==> src/rtl/riscv_pkg.sv <==
// Shared RISC-V decode constants and write-back source selection.
package riscv_pkg;

    localparam int unsigned OPCODE_W = 7;
    localparam int unsigned FUNCT3_W = 3;

    localparam logic [OPCODE_W-1:0] OP_LOAD  = 7'b0000011;
    localparam logic [OPCODE_W-1:0] OP_STORE = 7'b0100011;
    localparam logic [OPCODE_W-1:0] OP_BRA   = 7'b1100011;
    localparam logic [OPCODE_W-1:0] OP_ALUI  = 7'b0010011;
    localparam logic [OPCODE_W-1:0] OP_ALU   = 7'b0110011;
    localparam logic [OPCODE_W-1:0] OP_AUIPC = 7'b0010111;
    localparam logic [OPCODE_W-1:0] OP_LUI   = 7'b0110111;
    localparam logic [OPCODE_W-1:0] OP_JAL   = 7'b1101111;
    localparam logic [OPCODE_W-1:0] OP_JALR  = 7'b1100111;

    localparam logic [FUNCT3_W-1:0] FCT3_LB  = 3'b000;
    localparam logic [FUNCT3_W-1:0] FCT3_LH  = 3'b001;
    localparam logic [FUNCT3_W-1:0] FCT3_LW  = 3'b010;
    localparam logic [FUNCT3_W-1:0] FCT3_LD  = 3'b011;
    localparam logic [FUNCT3_W-1:0] FCT3_LBU = 3'b100;
    localparam logic [FUNCT3_W-1:0] FCT3_LHU = 3'b101;
    localparam logic [FUNCT3_W-1:0] FCT3_LWU = 3'b110;

    typedef enum logic [2:0] {
        WB_MEM,
        WB_ALU,
        WB_PCIMM,
        WB_IMM,
        WB_PC4,
        WB_ZERO
    } wb_sel_t;

    // Map an opcode to its write-back source; WB_ZERO marks non-writing opcodes.
    function automatic wb_sel_t wb_sel_of(input logic [OPCODE_W-1:0] opcode);
        wb_sel_t sel;
        case (opcode)
            OP_LOAD:         sel = WB_MEM;
            OP_ALUI, OP_ALU: sel = WB_ALU;
            OP_AUIPC:        sel = WB_PCIMM;
            OP_LUI:          sel = WB_IMM;
            OP_JAL, OP_JALR: sel = WB_PC4;
            default:         sel = WB_ZERO;
        endcase
        return sel;
    endfunction

endpackage

==> src/rtl/load_align.sv <==
// Extracts and extends the addressed load value from a naturally aligned memory word.
module load_align
    import riscv_pkg::*;
#(
    parameter int unsigned XLEN  = 32,
    parameter int unsigned OFS_W = 2
) (
    input  logic [FUNCT3_W-1:0] funct3,
    input  logic [OFS_W-1:0]    offset,
    input  logic [XLEN-1:0]     raw,
    output logic [XLEN-1:0]     data,
    output logic                misaligned,
    output logic                legal
);

    logic [XLEN-1:0] shifted;

    // Shift the addressed byte down to bit 0, then size/extend by funct3.
    always_comb begin
        shifted    = raw >> {offset, 3'b000};
        data       = '0;
        misaligned = 1'b0;
        legal      = 1'b1;
        case (funct3)
            FCT3_LB:  data = XLEN'($signed(shifted[7:0]));
            FCT3_LBU: data = XLEN'(shifted[7:0]);
            FCT3_LH: begin
                data       = XLEN'($signed(shifted[15:0]));
                misaligned = offset[0];
            end
            FCT3_LHU: begin
                data       = XLEN'(shifted[15:0]);
                misaligned = offset[0];
            end
            FCT3_LW: begin
                data       = XLEN'($signed(shifted[31:0]));
                misaligned = (offset[1:0] != 2'b00);
            end
            FCT3_LWU: begin
                if (XLEN == 64) begin
                    data       = XLEN'(shifted[31:0]);
                    misaligned = (offset[1:0] != 2'b00);
                end else begin
                    legal = 1'b0;
                end
            end
            FCT3_LD: begin
                if (XLEN == 64) begin
                    data       = shifted;
                    misaligned = (offset != '0);
                end else begin
                    legal = 1'b0;
                end
            end
            default: legal = 1'b0;
        endcase
        if (misaligned) begin
            data = '0;
        end
    end

endmodule

==> src/rtl/writeback_stage.sv <==
// Registered write-back stage: captures MEM results, selects the destination value,
// drives the register-file write port and its forwarding copy, counts retirements.
module writeback_stage
    import riscv_pkg::*;
#(
    parameter int unsigned XLEN    = 32,
    parameter int unsigned RADDR_W = 5,
    parameter int unsigned RET_W   = 32
) (
    input  logic               clk,
    input  logic               rst,
    input  logic               in_valid,
    input  logic               stop,
    input  logic               jump,
    input  logic [31:0]        inst_M,
    input  logic [XLEN-1:0]    pc_M,
    input  logic [XLEN-1:0]    alu_res_M,
    input  logic [XLEN-1:0]    mem_rdata_M,
    input  logic [XLEN-1:0]    imm_M,
    output logic               wb_we,
    output logic [RADDR_W-1:0] wb_rd,
    output logic [XLEN-1:0]    wb_data,
    output logic               fwd_valid,
    output logic [RADDR_W-1:0] fwd_rd,
    output logic [XLEN-1:0]    fwd_data,
    output logic               misalign,
    output logic [RET_W-1:0]   retired
);

    localparam int unsigned OFS_W = $clog2(XLEN / 8);

    logic                valid;
    logic                fresh;
    logic [OPCODE_W-1:0] opcode;
    logic [FUNCT3_W-1:0] funct3;
    logic [RADDR_W-1:0]  rd;
    logic [XLEN-1:0]     pc;
    logic [XLEN-1:0]     alu_res;
    logic [XLEN-1:0]     mem_rdata;
    logic [XLEN-1:0]     imm;

    logic [XLEN-1:0]     ld_data;
    logic                ld_mis;
    logic                ld_legal;
    wb_sel_t             sel;
    logic                live;
    logic                is_load;

    // Immediate/rs fields of the instruction word are not needed past decode.
    logic unused_inst;
    assign unused_inst = ^inst_M[31:15];

    // Stage register: flush beats stall beats capture; stall retires freshness.
    always_ff @(posedge clk or negedge rst) begin
        if (!rst) begin
            valid     <= 1'b0;
            fresh     <= 1'b0;
            opcode    <= '0;
            funct3    <= '0;
            rd        <= '0;
            pc        <= '0;
            alu_res   <= '0;
            mem_rdata <= '0;
            imm       <= '0;
        end else if (jump) begin
            valid <= 1'b0;
            fresh <= 1'b0;
        end else if (stop) begin
            fresh <= 1'b0;
        end else if (in_valid) begin
            valid     <= 1'b1;
            fresh     <= 1'b1;
            opcode    <= inst_M[6:0];
            funct3    <= inst_M[14:12];
            rd        <= RADDR_W'(inst_M[11:7]);
            pc        <= pc_M;
            alu_res   <= alu_res_M;
            mem_rdata <= mem_rdata_M;
            imm       <= imm_M;
        end else begin
            valid <= 1'b0;
            fresh <= 1'b0;
        end
    end

    load_align #(
        .XLEN  (XLEN),
        .OFS_W (OFS_W)
    ) u_load_align (
        .funct3     (funct3),
        .offset     (alu_res[OFS_W-1:0]),
        .raw        (mem_rdata),
        .data       (ld_data),
        .misaligned (ld_mis),
        .legal      (ld_legal)
    );

    // Result mux and write qualification, driven only from the stage register.
    always_comb begin
        sel      = wb_sel_of(opcode);
        live     = valid & fresh;
        is_load  = (opcode == OP_LOAD);
        misalign = live & is_load & ld_mis;
        wb_we    = live & (sel != WB_ZERO) & (rd != '0) & ~misalign & (~is_load | ld_legal);
        wb_data  = '0;
        if (valid) begin
            case (sel)
                WB_MEM:   wb_data = ld_data;
                WB_ALU:   wb_data = alu_res;
                WB_PCIMM: wb_data = pc + imm;
                WB_IMM:   wb_data = imm;
                WB_PC4:   wb_data = pc + XLEN'(4);
                default:  wb_data = '0;
            endcase
        end
    end

    assign wb_rd     = rd;
    assign fwd_valid = wb_we;
    assign fwd_rd    = rd;
    assign fwd_data  = wb_data;

    // Retired-instruction counter, wraps naturally at 2^RET_W.
    always_ff @(posedge clk or negedge rst) begin
        if (!rst) begin
            retired <= '0;
        end else if (valid & fresh & ~misalign) begin
            retired <= retired + RET_W'(1);
        end
    end

endmodule

==> config.mk <==
export PLATFORM = sky130hd
export DESIGN_NAME = writeback_stage
export DESIGN_NICKNAME = d
export VERILOG_FILES = /design/src/rtl/riscv_pkg.sv /design/src/rtl/load_align.sv /design/src/rtl/writeback_stage.sv
export SDC_FILE = /design/constraint.sdc
export NUM_CORES = 1
export LEC_CHECK = 0
export ABC_AREA = 1
export CORE_MARGIN = 1
export CORE_UTILIZATION = 50
export CTS_CLUSTER_DIAMETER = 60
export DETAILED_ROUTE_END_ITERATION = 8
export GPL_TIMING_DRIVEN = 1
export PLACE_DENSITY_LB_ADDON = 0.25
export RECOVER_POWER = 25
export SKIP_CTS_REPAIR_TIMING = 1
export SYNTH_ARGS = -nofsm -noshare
export SYNTH_HDL_FRONTEND = slang
export SYNTH_HIERARCHICAL = 1
export SYNTH_SLANG_ARGS = --single-unit
==> constraint.sdc <==
create_clock -name clk -period 5.5 [get_ports clk]
set_clock_uncertainty 0.1 [all_clocks]
set_input_delay 0.55 -clock clk [delete_from_list [all_inputs] [get_ports clk]]
set_output_delay 0.55 -clock clk [all_outputs]
set_load 0.02 [all_outputs]
After elaboration in Yosys (flattened, before gate mapping):

Index checks and enable logic that the tools add are counted.

* bits in registers: 177
* bits in latches: 0
* memory bits (writable): 0
* ROM bits: 0
* bits of input ports: 165
* output and inout port bits: 109
* word-level logic and storage cells: 65
* memories: 0

* $add $sub $neg: 3
* multipliers: 0
* div/mod/pow operators: 0
* order comparisons: 0
* eq/ne operators: 17
* shift-type cells: 1
* multiplexer cells: 12
* bitwise operators: 13
* reduce and logical (&&, ||, !) cells: 9

Operators by type and width (number)
* 32-bit case mux with 5 select lines: 2
* 32-bit 2-to-1 mux: 2
* 32-bit by 1-bit adder with 32-bit output, second input constant: 1
* 32-bit by 3-bit adder with 32-bit output, second input constant: 1
* 32-bit adder: 1
* 32-bit by 5-bit right shift with 32-bit output: 1
* 3-bit case mux with 5 select lines: 1
* 7-bit by 5-bit equality test with 1-bit output, second input constant: 2
* 7-bit by 6-bit equality test with 1-bit output, second input constant: 2
* 7-bit equality test, second input constant: 2
* 3-bit by 2-bit equality test with 1-bit output, second input constant: 3
* 3-bit equality test, second input constant: 3
* 1-bit bitwise AND: 8
* 7-bit by 2-bit equality test with 1-bit output, second input constant: 1
* 3-bit by 1-bit equality test with 1-bit output, second input constant: 2
* 3-bit zero test: 2
* 1-bit 2-to-1 mux: 6
* 2-bit OR reduction: 3
* 5-bit nonzero test: 1
* 5-bit OR reduction: 1
* 1-bit inverter: 4
* 3-bit != test, second input constant: 1
* 3-bit AND reduction: 1
* 2-bit by 1-bit != test with 1-bit output, second input constant: 1
* other kinds (3): 3

Logic depth before layout (Yosys ltp):

Gate-level depths: netlist (run 1).

* word-level depth: 8
* gate-level depth with buffers: 17
* depth with buffers taken out: 13

By module:

Netlist (run 1), hierarchy kept.

By module, submodules not included
* writeback_stage: instances 1, cells an instance 1837, area each 11875.1 um^2, sequential area each 4429.2 um^2
* load_align: instances 1, cells an instance 228, area each 1063.5 um^2, sequential area each 0.0 um^2

Least setup slack after synthesis (run 1):

Ideal clock, no wire load.

* path kind: reg-to-output
* start: register pc[0]
* end: output wb_data[20]
* arrival: 2.246 ns
* required time: 4.850 ns
* setup slack: 2.604 ns
* cell stages (with the launch flop): 14
* path buffers: 1
* cell sequence: dfrtp_1 > ha_1 > inv_1 > fa_1 > inv_1 > nand3_1 > nand3_1 > nand3_1 > nand3_1 > nand2_1 > nand3_1 > nand3_1 > a21oi_1 > buf_4

* longest elaborated chain between the ends: 3
* elaborated cells on any way between the ends: 4
* classes of those cells: add/sub (2); mux (2)

Ends and longest elaborated chain
* from (decl): line writeback_stage.sv:37 `logic [XLEN-1:0] pc;`
* from (signal assigned): line writeback_stage.sv:76 `pc <= pc_M;`
* 32-bit by 3-bit adder with 32-bit output / 32-bit adder (equally long branches): line writeback_stage.sv:112, writeback_stage.sv:110
* 32-bit case mux with 5 select lines (*): line writeback_stage.sv:107 `case (sel)`
* 32-bit 2-to-1 mux (*): line writeback_stage.sv:106 `if (valid) begin`
* to (decl): line writeback_stage.sv:22 `output logic [XLEN-1:0] wb_data,`

Mark *: on every way between the ends. The rest lies on a longest branch, timed or not.

Worst setup path after layout (run 1):

* start: register opcode[1]
* end: output wb_data[23]

* longest elaborated chain between the ends: 6
* elaborated cells on any way between the ends: 17
* classes of those cells: eq/ne (11); mux (3); reduce/logical (3)

Ends and longest elaborated chain
* from (decl): line writeback_stage.sv:34 `logic [OPCODE_W-1:0] opcode;`
* from (signal assigned): line writeback_stage.sv:73 `opcode <= inst_M[6:0];`
* 7-bit equality test, or another cell as far along: line riscv_pkg.sv:37 `case (opcode)`
* 2-bit OR reduction: line riscv_pkg.sv:37
* 3-bit case mux with 5 select lines (*): line riscv_pkg.sv:37
* 3-bit equality test, or another cell as far along: line writeback_stage.sv:107
* 32-bit case mux with 5 select lines (*): line writeback_stage.sv:107
* 32-bit 2-to-1 mux (*): line writeback_stage.sv:106

Marked as above.

==> impl_metrics.json, run 1 <==
{
  "status": "finished with violations",
  "violations": "capacitance limit, slew limit",
  "hold_class": "flop to flop",
  "vdd_drop_max_mv": 0.179,
  "die_width_um": 163,
  "synth_warnings": 6,
  "synth_edf_count": 0,
  "slew_headroom": -1.82,
  "finalMaxSlewViolations": 178,
  "diodes": 0,
  "hpwl_um": 34200,
  "p_leak_nw": 7.97,
  "worstPathCellList": "nand2_1, nor3_1, nand4_1, inv_1, buf_4, nand3_1, a21oi_1, clkdlybuf4s50_1",
  "synth-main-ff-cell": "dfrtp_1",
  "tritoncts": "yes",
  "clockBufferDepth": 2,
  "grt_usage": 0.338,
  "multi_input_area_um2": 7000,
  "p_total_mw": 4.36,
  "core-area_um2": 25300,
  "synth_nets": 2264,
  "rsz0062_at_grt": "no",
  "synth_cell_types": 43,
  "path_delay_family": "buffers and inverters",
  "worst_path_largest_cell_delay_ns": 0.82,
  "die_y_um": 163,
  "critPathLaunchType": "flop",
  "overflow": 0,
  "cp.required_ns": 4.85,
  "worstSetupPathDepth": 8,
  "worstMarginPinSlew_ns": 4.23,
  "most-common-layout-cells": "nand2_1, clkdlybuf4s50_1, inv_1",
  "insertion_delay_ns": 0.44,
  "grt_pass1_wl_um": 69000,
  "setup_tns_ns": 0,
  "p_per_area_nw_per_um2": 272,
  "place_area_um2": 15400,
  "clk_pin_slew_ns": 0.07,
  "drtIter0Drc": 1123,
  "synth-seq-area-share": 0.342,
  "pin_count": 274,
  "nets": 2443,
  "synthCells": 2065,
  "critical_path_arrival_ns": 3.97,
  "stdcell_area_um2": 16000,
  "routabilityCongestion": 0.935,
  "slowest_stage": "inv_1",
  "layout_commonest_cell": "nand2_1",
  "path_class": "flop to output port",
  "fmax_mhz": 216,
  "drt-pass1-iter-count": 6,
  "postSynthAreaPerCell_um2": 6.27,
  "finalHoldViolCount": 0,
  "crit_buf_inv": 3,
  "grt_max_degree": 178,
  "mappedNetlistArea_um2": 12900,
  "grt_pass1_vias": 13000,
  "nFillCells": 2418,
  "drive_above_1_share": 0.0332,
  "antenna_found_initial": 0,
  "setup_viol": 0,
  "h-tree-depth": 4,
  "cp-end-kind": "output port",
  "synth-async-reset-ratio": 1.00,
  "min_delay_path_depth": 2,
  "clkSinkCount": 177,
  "synth_seq_cells": 177,
  "route.detailed.drc": 0,
  "wl_per_cell_um": 17.0,
  "finalCritPeriodShare": 0.840,
  "root_buffer": "clkbuf_16",
  "start_util": 0.512,
  "reg2reg_depth": 6,
  "antenna_left": 0,
  "max_cap_viol_count": 1,
  "period_needed_ns": 4.62,
  "ff_latch_area_um2": 4430,
  "vias_per_cell": 5.37,
  "fin_util": 0.633,
  "numCtsBuffers": 17,
  "cp_max_fo": 12,
  "placementRows": 58,
  "syn2layout_area_growth_pct": 23.6,
  "vias": 13900,
  "numPortBuffers": 256,
  "wl_um": 43900,
  "die_area_um2": 26500
}
[logic make-up after synthesis]
group / after synthesis / share of synthesized area
and+or+nand+nor: 1282 / 0.404
buffers and inverters: 344 / 0.118
AOI/OAI and AO/OA: 195 / 0.0805
DFF: 177 / 0.342
adders and majority gates: 34 / 0.0335
xor gates and xnor gates: 33 / 0.0223
[area by class of cell]
cell class / count / area share
clock buffer: 17 / 0.0266
multi-input combinational: 1544 / 0.438
sequential: 177 / 0.277
clock inverter: 15 / 0.0117
timing repair buffer: 266 / 0.165
inverter: 238 / 0.0560
tap: 330 / 0.0258
[cell usage after synthesis (all sizes together), types with 4 or more instances]
master  count  area share
nor4        7      0.0034
or2         5      0.0024
nand3     160       0.063
buf        66       0.037
ha         33       0.032
o21ai      91       0.035
nor3       34       0.014
nor2      146       0.044
xor2       23       0.016
xnor2      10      0.0068
nand4      23       0.011
dfrtp     177        0.34
o21bai      5      0.0029
clkbuf     40       0.012
inv       237       0.069
nand2     901        0.26
o22ai       4      0.0024
a21oi      85       0.034
[report_power, final]
group / leakage, nW / total (mW) / internal (mW) / switching [mW]
sequential: 2.24 / 1.68 / 1.47 / 0.204
clock: 0.297 / 1.28 / 0.657 / 0.627
combinational: 5.44 / 1.39 / 0.507 / 0.888
total: 7.97 / 4.36 / 2.64 / 1.72
[worst paths after layout]
| kind | slack (ns) | from | end |
|---|---|---|---|
| setup reg to reg | 2.73 | alu_res[0] | retired[9] |
| setup / recovery | 0.88 | opcode[1] | wb_data[23] |
| min in group asynchronous | 1.65 | rst | mem_rdata[12] |
| max in group asynchronous | 1.15 | rst | pc[22] |
| hold reg to reg | 0.38 | alu_res[25] | alu_res[25] |
| hold / removal | 0.38 | alu_res[25] | alu_res[25] |
[tightest hold or removal path, cell delays in order (launching register included)]
cell     delay, ns
dfrtp_1       0.35
nand2_1       0.05
nand2_1       0.05
[per-stage QoR]
stage / std cells / hold WS, ns / setup slack, ns
detailed placement: 2555 / 0.365 / 1.44
CTS: 2587 / 0.234 / 0.944
finish: 2587 / 0.382 / 0.881
global placement: 2555 / 0.363 / 1.43
floorplan: 2065 / 0.154 / 2.60
global route: 2587 / 0.403 / 0.328
[flip-flops by register name (all words and copies together) (netlist names)]
signal,count
alu_res,32
valid,1
fwd_rd,5
retired,32
imm,32
mem_rdata,32
opcode,7
funct3,3
pc,32
fresh,1
[routing by layer]
metal,up-vias,share of wire,track usage
met5,-,0,0
met4,0,0.034,0.129
met3,78,0.070,0.0456
met2,555,0.46,0.553
met1,6461,0.43,0.453
li1,6787,-,-
(Power assumes the default switching activity.)
==> inputs of run 2 (changes only) <==
Clock period 5.5 ns to 4.7 ns, I/O delays scaled along.
==> run 2 against run 1 <==
The flow still finishes with violations (capacitance limit, slew limit). Global-route usage grew 0.76 points. Via count shrank 0.16%. Register-to-register slack lost 0.79 ns. Power grew 17%. Largest cell class unchanged.
==> impl_metrics.json, run 2 (synthesized netlist as in run 1, its figures left out) <==
{
  "root_buffer": "clkbuf_16",
  "drt-pass1-iter-count": 5,
  "hp-start": "mem_rdata[1]",
  "max_cap_viol_count": 1,
  "insertion_delay_ns": 0.45,
  "cp.required_ns": 4.13,
  "vdd_drop_max_mv": 0.235,
  "cp-end-kind": "output port",
  "status": "finished with violations",
  "vias_per_cell": 5.35,
  "p_leak_nw": 8.00,
  "gr-usage-met3": 0.0542,
  "grt_pass1_wl_um": 70400,
  "finalMaxSlewViolations": 78,
  "slowest_stage": "a21oi_4",
  "die_area_um2": 26500,
  "crit-reg2reg-launch": "alu_res[1]",
  "grt_max_degree": 101,
  "drive_above_1_share": 0.0345,
  "clkSinkCount": 177,
  "nFillCells": 2422,
  "tritoncts": "yes",
  "worstPathCellList": "buf_4, nor2_1, o22ai_2, a21oi_4, inv_2, nor4_1, clkdlybuf4s50_1",
  "p_total_mw": 5.09,
  "crit_start": "alu_res[1]",
  "violations": "capacitance limit, slew limit",
  "route.detailed.drc": 0,
  "syn2layout_area_growth_pct": 23.9,
  "wl_per_cell_um": 17.3,
  "worst_path_largest_cell_delay_ns": 0.76,
  "diodes": 0,
  "antenna_found_initial": 0,
  "place_area_um2": 15400,
  "numPortBuffers": 256,
  "die_width_um": 163,
  "numCtsBuffers": 17,
  "overflow": 0,
  "nets": 2447,
  "p_per_area_nw_per_um2": 318,
  "drtIter0Drc": 1286,
  "worstMarginPinSlew_ns": 3.59,
  "slew_headroom": -1.40,
  "pin_count": 274,
  "gr-usage-met2": 0.576,
  "path_class": "flop to output port",
  "clockBufferDepth": 2,
  "start_util": 0.512,
  "period_needed_ns": 4.39,
  "most-common-layout-cells": "nand2_1, clkdlybuf4s50_1, inv_1",
  "hpwl_um": 34700,
  "gr-usage-met1": 0.460,
  "top_usage_layer": "met2",
  "finalCritPeriodShare": 0.935,
  "antenna_left": 0,
  "die_y_um": 163,
  "vias": 13900,
  "critPathLaunchType": "flop",
  "setup_tns_ns": 0,
  "finalHoldViolCount": 0,
  "routabilityCongestion": 0.935,
  "wl_um": 44700,
  "placementRows": 58,
  "critical_path_arrival_ns": 3.82,
  "stdcell_area_um2": 16000,
  "hold_class": "flop to flop",
  "setup_viol": 0,
  "rsz0062_at_grt": "no",
  "cp_max_fo": 35,
  "layout_commonest_cell": "nand2_1",
  "h-tree-depth": 4,
  "core-area_um2": 25300,
  "clk_pin_slew_ns": 0.07,
  "grt_pass1_vias": 13200,
  "fmax_mhz": 228,
  "grt_usage": 0.345
}
==> run 2: changes by cell type in the layout (fill, tap and decap cells not counted), sizes merged <==
cell | previous run | this run
buf | 10 | 14
clkinv | 6 | 8
clkdlybuf4s18 | 1 | 0
clkinvlp | 1 | 0
dlygate4sd2 | 0 | 1
inv | 245 | 244
==> run 2: through the flow <==
step                      worst slack, ns  cells  hold slack, ns  utilization
after floorplan                      1.88   2065          0.0744            -
after global placement              0.890   2559           0.364        0.611
after detailed placement            0.830   2559           0.366        0.611
after CTS                           0.336   2591         -0.0288        0.635
after global routing               0.0622   2591           0.410        0.635
final                               0.307   2591           0.385        0.635
==> run 2: layout make-up <==
class | instances | area (um^2) | share of cell area
clock inverter | 15 | 190 | 0.0119
inverter | 238 | 896 | 0.0559
timing repair buffer | 270 | 2680 | 0.167
multi-input combinational | 1544 | 7000 | 0.437
sequential | 177 | 4430 | 0.276
tap | 330 | 413 | 0.0257
clock buffer | 17 | 425 | 0.0265
==> run 2: worst max-delay path: cells and delay by family, from the launching register on <==
kind	cells	cell delay [ns]
flops	1	0.51
simple gates	2	0.64
compound gates	2	1.00
buf+inv	3	1.24
==> run 2: worst paths after layout <==
kind	end	slack (ns)	depth (start not counted)
min in group asynchronous	mem_rdata[12]	1.29	1
setup reg to reg	retired[9]	1.94	7
setup / recovery	fwd_valid	0.31	7
hold reg to reg	mem_rdata[1]	0.39	2
hold / removal	mem_rdata[1]	0.39	2
max in group asynchronous	imm[17]	1.14	1
==> run 2: power breakdown <==
group          internal, mW  switching, mW  leakage [nW]  total, mW
clock                 0.766          0.723         0.300       1.49
sequential             1.72          0.245          2.24       1.97
combinational         0.600           1.04          5.46       1.64
total                  3.09           2.01          8.00       5.09
==> run 2: layer usage <==
| metal | share of wire | vias to the layer above |
|---|---|---|
| li1 | - | 6800 |
| met1 | 0.43 | 6425 |
| met2 | 0.48 | 555 |
| met3 | 0.068 | 79 |
| met4 | 0.024 | 0 |
| met5 | 0 | - |
==> RTL change, RTL diff (settings of run 1) <==
Make the reset (`rst`) synchronous in 2 clocked blocks.
--- a/src/rtl/writeback_stage.sv
+++ b/src/rtl/writeback_stage.sv
@@ -51,7 +51,7 @@
     assign unused_inst = ^inst_M[31:15];
 
     // Stage register: flush beats stall beats capture; stall retires freshness.
-    always_ff @(posedge clk or negedge rst) begin
+    always_ff @(posedge clk) begin
         if (!rst) begin
             valid     <= 1'b0;
             fresh     <= 1'b0;
@@ -121,7 +121,7 @@
     assign fwd_data  = wb_data;
 
     // Retired-instruction counter, wraps naturally at 2^RET_W.
-    always_ff @(posedge clk or negedge rst) begin
+    always_ff @(posedge clk) begin
         if (!rst) begin
             retired <= '0;
         end else if (valid & fresh & ~misalign) begin
Function: differs if rst is asserted again (counterexample within 4 cycles, from zero or initial values and one cycle with rst low); with rst held inactive, the same outputs for 4 cycles.
==> RTL change against run 1 <==
The run ends with DRC, capacitance limit, slew limit left. Sequential cell count is the same. Worst hold slack lost 0.024 ns. Design area shrank 3.7%. Worst setup slack lost 0.15 ns. Wire length shrank 4.5%. Global-route usage shrank 1.6 points. Critical path depth grew 5. Register-to-register slack lost 0.43 ns. Synthesized area shrank 3.0%. Via count grew 1.8%. Largest cell class unchanged. Highest routed layer unchanged.
Power is not compared: it rests on default switching activity, and its combinational part moved more than twofold at a synthesized area within 25%.
==> RTL change: results (changes against run 1) <==
GRT
  • Tot GR Track Use: 0.322 (-0.0161)
  • Global-route wire length before repair: 65.7 mm (-4.8%)
  • Largest net degree at the start of global routing: 108 (-39%)

Routing
  • Via density: 5.42 (+0.97%)
  • Total Wirelength: 41.9 mm (-4.5%)
  • Drt pass-1 iters: 8 (+2)
  • DRC Markers: 1 (+1)

STA
  • Slew Viols, Final: 195 (+9.6%)
  • Hold_ws: 0.358 ns (-0.0240 ns)

Cells and area
  • Fill cells: 2441 (+0.95%)
  • Layout cell share with drive strength beyond 1: 0.0372 (+0.00400)
  • Nets@finish: 2469 (+1.1%)

Outcome
  • Status: finished with violations
  • Failing checks: DRC, capacitance limit, slew limit

Hold path
  • Worst Hold End: alu_res[12]
  • Min-Delay Startpoint: alu_res[12]

Logic synthesis
  • Post-synth ARST share: 0 (-1.00)
  • Post-Syn Nets: 2313 (+2.2%)
  • Share of the yosys chip area belonging to registers: 0.282 (-0.0601)
  • Post-synth cell types: 51 (+19%)

Place
  • DP Worst Slack: 1.55 ns (+0.109 ns)
  • Post-DP HPWL: 32.7 mm (-4.5%)

Job
  • Max-cap check violation count: 2 (+1)

Setup path
  • Crit path arrival time: 4.12 ns (+0.15 ns)

Floorplan
  • Die Area: 25700 µm² (-2.9%)
-- RTL change: cell types whose count changed after synthesis, sizes merged, moves of 68 or more --
cell | run 1 | this run
nand2 | 901 | 576
nor2 | 146 | 344
o21ai | 91 | 181
dfrtp | 177 | 0
a21oi | 85 | 153
dfxtp | 0 | 177
-- RTL change: cells by family after synthesis --
| group | after synthesis | synth area share |
|---|---|---|
| compound gates | 367 | 0.156 |
| simple gates | 1129 | 0.374 |
| xor+xnor | 27 | 0.0188 |
| flops | 177 | 0.282 |
| fa+ha+maj | 34 | 0.0345 |
| buf+inv | 380 | 0.135 |
-- RTL change: worst max-delay path by stage --
stage	depth (start not counted)	to
after floorplan	13	wb_data[28]
after global placement	13	wb_data[29]
after detailed placement	13	fwd_data[29]
after CTS	13	fwd_data[29]
after global routing	11	wb_data[4]
final	13	fwd_data[31]
-- RTL change: where the power goes --
part           switching, µW  internal (µW)  leakage, µW
registers               60.5           1340      0.00144
logic                    245            202      0.00498
clock network            586            616     0.000280
total                    892           2150      0.00670
-- RTL change: final cells by class --
class                   instances  area (µm²)  area share
multi-input cells            1557        7310       0.475
clock buffers                  18         439      0.0285
flip-flops and latches        177        3540       0.230
clock inverters                14         136     0.00886
inverters                     256         967      0.0628
well taps                     324         405      0.0263
repair buffers                261        2590       0.168
-- RTL change: worst reg2reg max path, cell delays in order, from the launching register on --
cell	delay (ns)
dfxtp_1	0.30
buf_4	0.22
inv_1	0.68
o22ai_1	0.57
nand2_4	0.25
nor2_8	0.05
nor2_8	0.40
inv_6	0.19
o21ai_0	0.21
nand2_1	0.08
nor2_1	0.10
-- RTL change: per-layer routing --
layer  vias up  share of wire  GRT usage
li1       6997              -          -
met1      6387           0.43      0.418
met2       631           0.46      0.535
met3       109          0.074     0.0429
met4         0          0.038      0.135
met5         -              0          0
-- RTL change: metrics by stage --
| stage | instances | util | power (µW) | cell area (µm²) |
|---|---|---|---|---|
| after floorplan | 2114 | - | 1670 | 12600 |
| after global placement | 2575 | 0.607 | 1850 | 14800 |
| after detailed placement | 2575 | 0.607 | 1860 | 14800 |
| after CTS | 2607 | 0.630 | 3040 | 15400 |
| after global routing | 2607 | 0.629 | 3160 | 15400 |
| final | 2607 | 0.629 | 3050 | 15400 |
